===== src/rtl/sn76489_write_scheduler.sv =====
// SN76489 write front end: round-robin host/player arbitration,
// command-to-byte expansion and a fixed idle gap between strobes.
module sn76489_write_scheduler #(
    parameter int WRITE_GAP = 4,
    parameter int GAP_BITS  = 8
) (
    input  logic       clk,
    input  logic       rst_n,
    input  logic       h_valid,
    output logic       h_ready,
    input  logic [1:0] h_type,
    input  logic [1:0] h_chan,
    input  logic [9:0] h_value,
    input  logic       p_valid,
    output logic       p_ready,
    input  logic [1:0] p_type,
    input  logic [1:0] p_chan,
    input  logic [9:0] p_value,
    output logic [7:0] data,
    output logic       web,
    output logic       busy,
    output logic       err,
    input  logic       err_clr,
    output logic       last_grant
);

    typedef enum logic [2:0] {
        S_IDLE,
        S_BYTE1,
        S_GAP1,
        S_BYTE2,
        S_GAP2
    } state_t;

    state_t              r_state;
    state_t              w_next;
    logic                r_tone;
    logic [5:0]          r_hi;
    logic [7:0]          r_data;
    logic [GAP_BITS-1:0] r_cnt;
    logic                r_err;
    logic                r_last;

    logic                w_idle;
    logic                w_gnt_h;
    logic                w_gnt_p;
    logic                w_accept;
    logic                w_illegal;
    logic                w_gap_done;
    logic [1:0]          w_type;
    logic [1:0]          w_chan;
    logic [9:0]          w_value;
    logic [7:0]          w_byte1;

    assign w_idle   = (r_state == S_IDLE);
    // On a tie the requester that did not win last time gets the slot
    assign w_gnt_h  = h_valid && (!p_valid || r_last);
    assign w_gnt_p  = p_valid && (!h_valid || !r_last);
    assign w_accept = w_idle && (h_valid || p_valid);

    assign w_type  = w_gnt_p ? p_type  : h_type;
    assign w_chan  = w_gnt_p ? p_chan  : h_chan;
    assign w_value = w_gnt_p ? p_value : h_value;

    assign w_illegal  = (w_type == 2'b11) ||
                        (w_type == 2'b00 && w_chan == 2'd3);
    assign w_gap_done = (r_cnt == GAP_BITS'(1));

    always_comb begin
        w_byte1 = 8'h00;
        case (w_type)
            2'b00:   w_byte1 = {1'b1, w_chan, 1'b0, w_value[3:0]};
            2'b01:   w_byte1 = {1'b1, w_chan, 1'b1, w_value[3:0]};
            2'b10:   w_byte1 = {5'b11100, w_value[2:0]};
            default: w_byte1 = 8'h00;
        endcase
    end

    always_comb begin
        w_next = r_state;
        case (r_state)
            S_IDLE:  if (w_accept && !w_illegal) w_next = S_BYTE1;
            S_BYTE1: w_next = S_GAP1;
            S_GAP1:  if (w_gap_done) w_next = r_tone ? S_BYTE2 : S_IDLE;
            S_BYTE2: w_next = S_GAP2;
            S_GAP2:  if (w_gap_done) w_next = S_IDLE;
            default: w_next = S_IDLE;
        endcase
    end

    always_ff @(posedge clk or negedge rst_n) begin
        if (!rst_n) begin
            r_state <= S_IDLE;
            r_tone  <= 1'b0;
            r_hi    <= 6'd0;
            r_data  <= 8'h00;
            r_cnt   <= '0;
            r_err   <= 1'b0;
            r_last  <= 1'b1;
        end else begin
            r_state <= w_next;
            if (w_accept) begin
                r_tone <= (w_type == 2'b00);
                r_hi   <= w_value[9:4];
                r_last <= w_gnt_p;
                if (!w_illegal) r_data <= w_byte1;
            end
            if (r_state == S_GAP1 && w_gap_done && r_tone)
                r_data <= {2'b00, r_hi};
            if (r_state == S_BYTE1 || r_state == S_BYTE2)
                r_cnt <= GAP_BITS'(WRITE_GAP);
            else if (r_state == S_GAP1 || r_state == S_GAP2)
                r_cnt <= r_cnt - GAP_BITS'(1);
            if (w_accept && w_illegal)
                r_err <= 1'b1;
            else if (err_clr)
                r_err <= 1'b0;
        end
    end

    assign h_ready    = w_idle && w_gnt_h;
    assign p_ready    = w_idle && w_gnt_p;
    assign data       = r_data;
    assign web        = !(r_state == S_BYTE1 || r_state == S_BYTE2);
    assign busy       = !w_idle;
    assign err        = r_err;
    assign last_grant = r_last;

endmodule


===== config.mk =====
export PLATFORM = sky130hd
export DESIGN_NAME = sn76489_write_scheduler
export DESIGN_NICKNAME = d
export VERILOG_FILES = /design/src/rtl/sn76489_write_scheduler.sv
export SDC_FILE = /design/constraint.sdc
export NUM_CORES = 1
export LEC_CHECK = 0
export CAP_MARGIN = 30
export CORE_UTILIZATION = 52
export CTS_CLUSTER_DIAMETER = 50
export DETAILED_ROUTE_END_ITERATION = 8
export PLACE_DENSITY = 0.86
export SLEW_MARGIN = 25
export SYNTH_ARGS = -nofsm -noshare
export SYNTH_HDL_FRONTEND = slang
export SYNTH_SLANG_ARGS = --single-unit
export TNS_END_PERCENT = 20

===== constraint.sdc =====
create_clock -name clk -period 3.4 [get_ports clk]
set_input_delay 0.68 -clock clk [delete_from_list [all_inputs] [get_ports clk]]
set_output_delay 0.68 -clock clk [all_outputs]
set_load 0.02 [all_outputs]

==> results_dict.tcl, run 1 <==
set metrics [dict create \
    grt_remaining_overflow 0 \
    p_per_area_mw_per_mm2 797 \
    vias 1536 \
    p_leak_uw 0.000936 \
    ys_seq_area_frac 0.412 \
    nFillCells 241 \
    grt_pass1_wl_mm 6.09 \
    regArea_sq_um 702 \
    fin_skew_ns 0.00445 \
    ctsHoldBuffers 0 \
    synth_edf_count 0 \
    min_period_ns 3.05 \
    synthToLayoutAreaGrowth_pct 28.9 \
    clkLatencyLatePin_ns 0.32 \
    numCtsBuffers 3 \
    path_max_fanout 16 \
    rsz0062_at_grt "false" \
    multi_input_area_sq_um 891 \
    crit_chain "clkdlybuf4s50_1 -> a21bo_2 -> nor2_1 -> clkdlybuf4s50_1" \
    postPlaceCellArea_sq_mm 0.00217 \
    cts_post_setup_buffers_inserted 0 \
    pre_cts_ws_ns 0.360 \
    start_util 0.554 \
    diodes 0 \
    syn_nets 226 \
    crit_type "input pin to primary output" \
    fmax_mhz 328 \
    tns_ns 0 \
    dpl.hpwl_mm 2.81 \
    setup_violations 0 \
    drtPass1Iterations 4 \
    routed_wl_mm 3.71 \
    synth-warning-count 0 \
    status "completed" \
    post_cts_resized 0 \
    ys_types 51 \
    power_uw 1750 \
    crit_start "p_valid" \
    slew_headroom 0.545 \
    grt_max_degree 29 \
    clkTransAtPathRegs_ns 0.14 \
    dp_cells 272 \
    worstPathArrival_ns 2.37 \
    cts_tree "built" \
    rows 20 \
    port_buffers 46 \
    cts_root_buffer "clkbuf_4" \
    cpPeakStageDelay_ns 0.63 \
    fin_ws_ns 0.350 \
    hold_class "flip-flop to flip-flop" \
    finalCritPeriodShare 0.897 \
    synthArstFlopShare 1.00 \
    core_sq_mm 0.00308 \
    drcViolationCount 0 \
    min-delay-start "r_tone$_DFFE_PN0P_" \
    track_usage 0.228 \
    grt_pass1_vias 1374 \
    avgSynthCellArea_sq_um 8.93 \
    worstPathRequired_ns 2.72 \
    ant_nets 0 \
    timing.max_cap.violations 0 \
    cts.sinks 28 \
    worst_pin_slew_ns 0.678 \
    cp_slowest_cell "clkdlybuf4s50_1" \
    die_w_um 59.3 \
    layout_commonest_cell "clkdlybuf4s50_1" \
    drt_iter0_drc 74 \
    crit_path_start_kind "input pin" \
    layout.cells.non_filler 276 \
    cts_max_level 1 \
    end_kind "primary output" \
    postSynthCellCount 191 \
    synth_area_sq_mm 0.00171 \
    viasPerCell 5.57 \
    drive_above_1_share 0.0905 \
    ys_seq_elements 28 \
    cts_buffer_depth 2 \
    final_cell_mix "clkdlybuf4s50_1, dfrtp_1, nand2_1, nor2_1, inv_1" \
    synth_ff_type "dfrtp_1" \
    fin_area_sq_mm 0.00220 \
    grt_antenna_before_repair 0 \
    drv_slew 0 \
    io_pins 47 \
    peakVddDrop_v 0.000623 \
    fin_nets 268 \
    r2r-start "r_state[0]$_DFFE_PN0P_" \
    wl_per_cell_um 13.5 \
    place.gp.congestion 0.866 \
    fp.dieH_um 59.3 \
    dieArea_sq_mm 0.00351 \
    final-hold-violation-count 0 \
    crit_top_cell "clkdlybuf4s50_1" \
]
==> metal layers <==
layer | vias up | wire (um) | track usage
met5 | - | 0 | 0
met3 | 2 | 140 | 0.0328
met2 | 42 | 1710 | 0.347
met4 | 0 | 26 | 0.0510
met1 | 726 | 1840 | 0.342
li1 | 766 | - | -
==> Yosys cell counts (2+ instances only) <==
| cell type | n | area [sq um] |
|---|---|---|
| a221oi_1 | 2 | 17.5 |
| a31oi_1 | 6 | 37.5 |
| and2_0 | 2 | 12.5 |
| and4bb_2 | 2 | 25.0 |
| buf_2 | 6 | 30.0 |
| buf_4 | 2 | 15.0 |
| dfrtp_1 | 27 | 676 |
| ha_1 | 2 | 25.0 |
| inv_1 | 13 | 48.8 |
| nand2_1 | 24 | 90.1 |
| nand2b_1 | 2 | 12.5 |
| nand3_1 | 2 | 10.0 |
| nand4_1 | 3 | 18.8 |
| nor2_1 | 23 | 86.3 |
| nor2b_1 | 5 | 31.3 |
| nor3_1 | 7 | 35.0 |
| nor3_2 | 2 | 20.0 |
| nor3b_1 | 2 | 15.0 |
| nor4_1 | 5 | 31.3 |
| nor4b_1 | 2 | 17.5 |
| o21ai_0 | 12 | 60.1 |
| o221a_2 | 2 | 22.5 |
| o221ai_1 | 5 | 43.8 |
| xor2_1 | 6 | 52.6 |
==> critical path: cells and delay by family <==
kind                   cells  cell delay, ns
AO/OA/AOI/OAI              1            0.36
buffers and inverters      2            1.16
AND/OR/NAND/NOR            1            0.17
==> path summary, 6_finish.rpt <==
check	endpoint	cells past startpoint	slack (ns)
worst min register to register	r_tone$_DFFE_PN0P_	2	0.50
worst max-delay path	p_ready	4	0.35
worst min-delay path	r_tone$_DFFE_PN0P_	2	0.50
min in group asynchronous	r_cnt[4]$_DFFE_PN0P_	2	0.72
worst max register to register	data[6]$_DFFE_PN0P_	4	1.33
max in group asynchronous	last_grant$_DFFE_PN1P_	2	2.37
==> state kept, by name, indices dropped and copies added (netlist names) <==
signal / count
r_cnt: 8
r_state: 3
r_tone: 1
last_grant: 1
err: 1
data: 8
r_hi: 6
==> power breakdown <==
group	total [uW]	internal [uW]	switching, uW
sequential	644	484	160
combinational	967	459	508
clock	142	45.9	95.7
==> metrics by stage <==
stage               utilization  hold slack [ns]
finish                    0.714            0.503
global route              0.714            0.543
CTS                       0.714            0.508
detailed placement        0.706            0.476
global placement          0.706            0.467
floorplan                     -            0.384
==> cell type report <==
cell class                      count  share of cell area
Sequential cell                    28               0.319
Multi-Input combinational cell    139               0.405
Inverter                           13              0.0222
Timing Repair Buffer               48               0.216
Tap cell                           44              0.0250
Clock buffer                        4              0.0120
==> logic make-up after synthesis <==
logic type,count (synthesis),synth area share
DFF,28,0.412
and+or+nand+nor,88,0.286
AOI/OAI and AO/OA,42,0.182
muxes,1,0.00880
buffers and inverters,24,0.0660
xor gates and xnor gates,6,0.0308
adders and majority gates,2,0.0147
Note: power is estimated with default switching activity, not from simulation.
==> inputs of run 2 (changes only) <==
- CTS_CLUSTER_SIZE: default -> 20
==> results of run 2 <==
The final DEF is identical to that of run 1; final timing and power are the same.
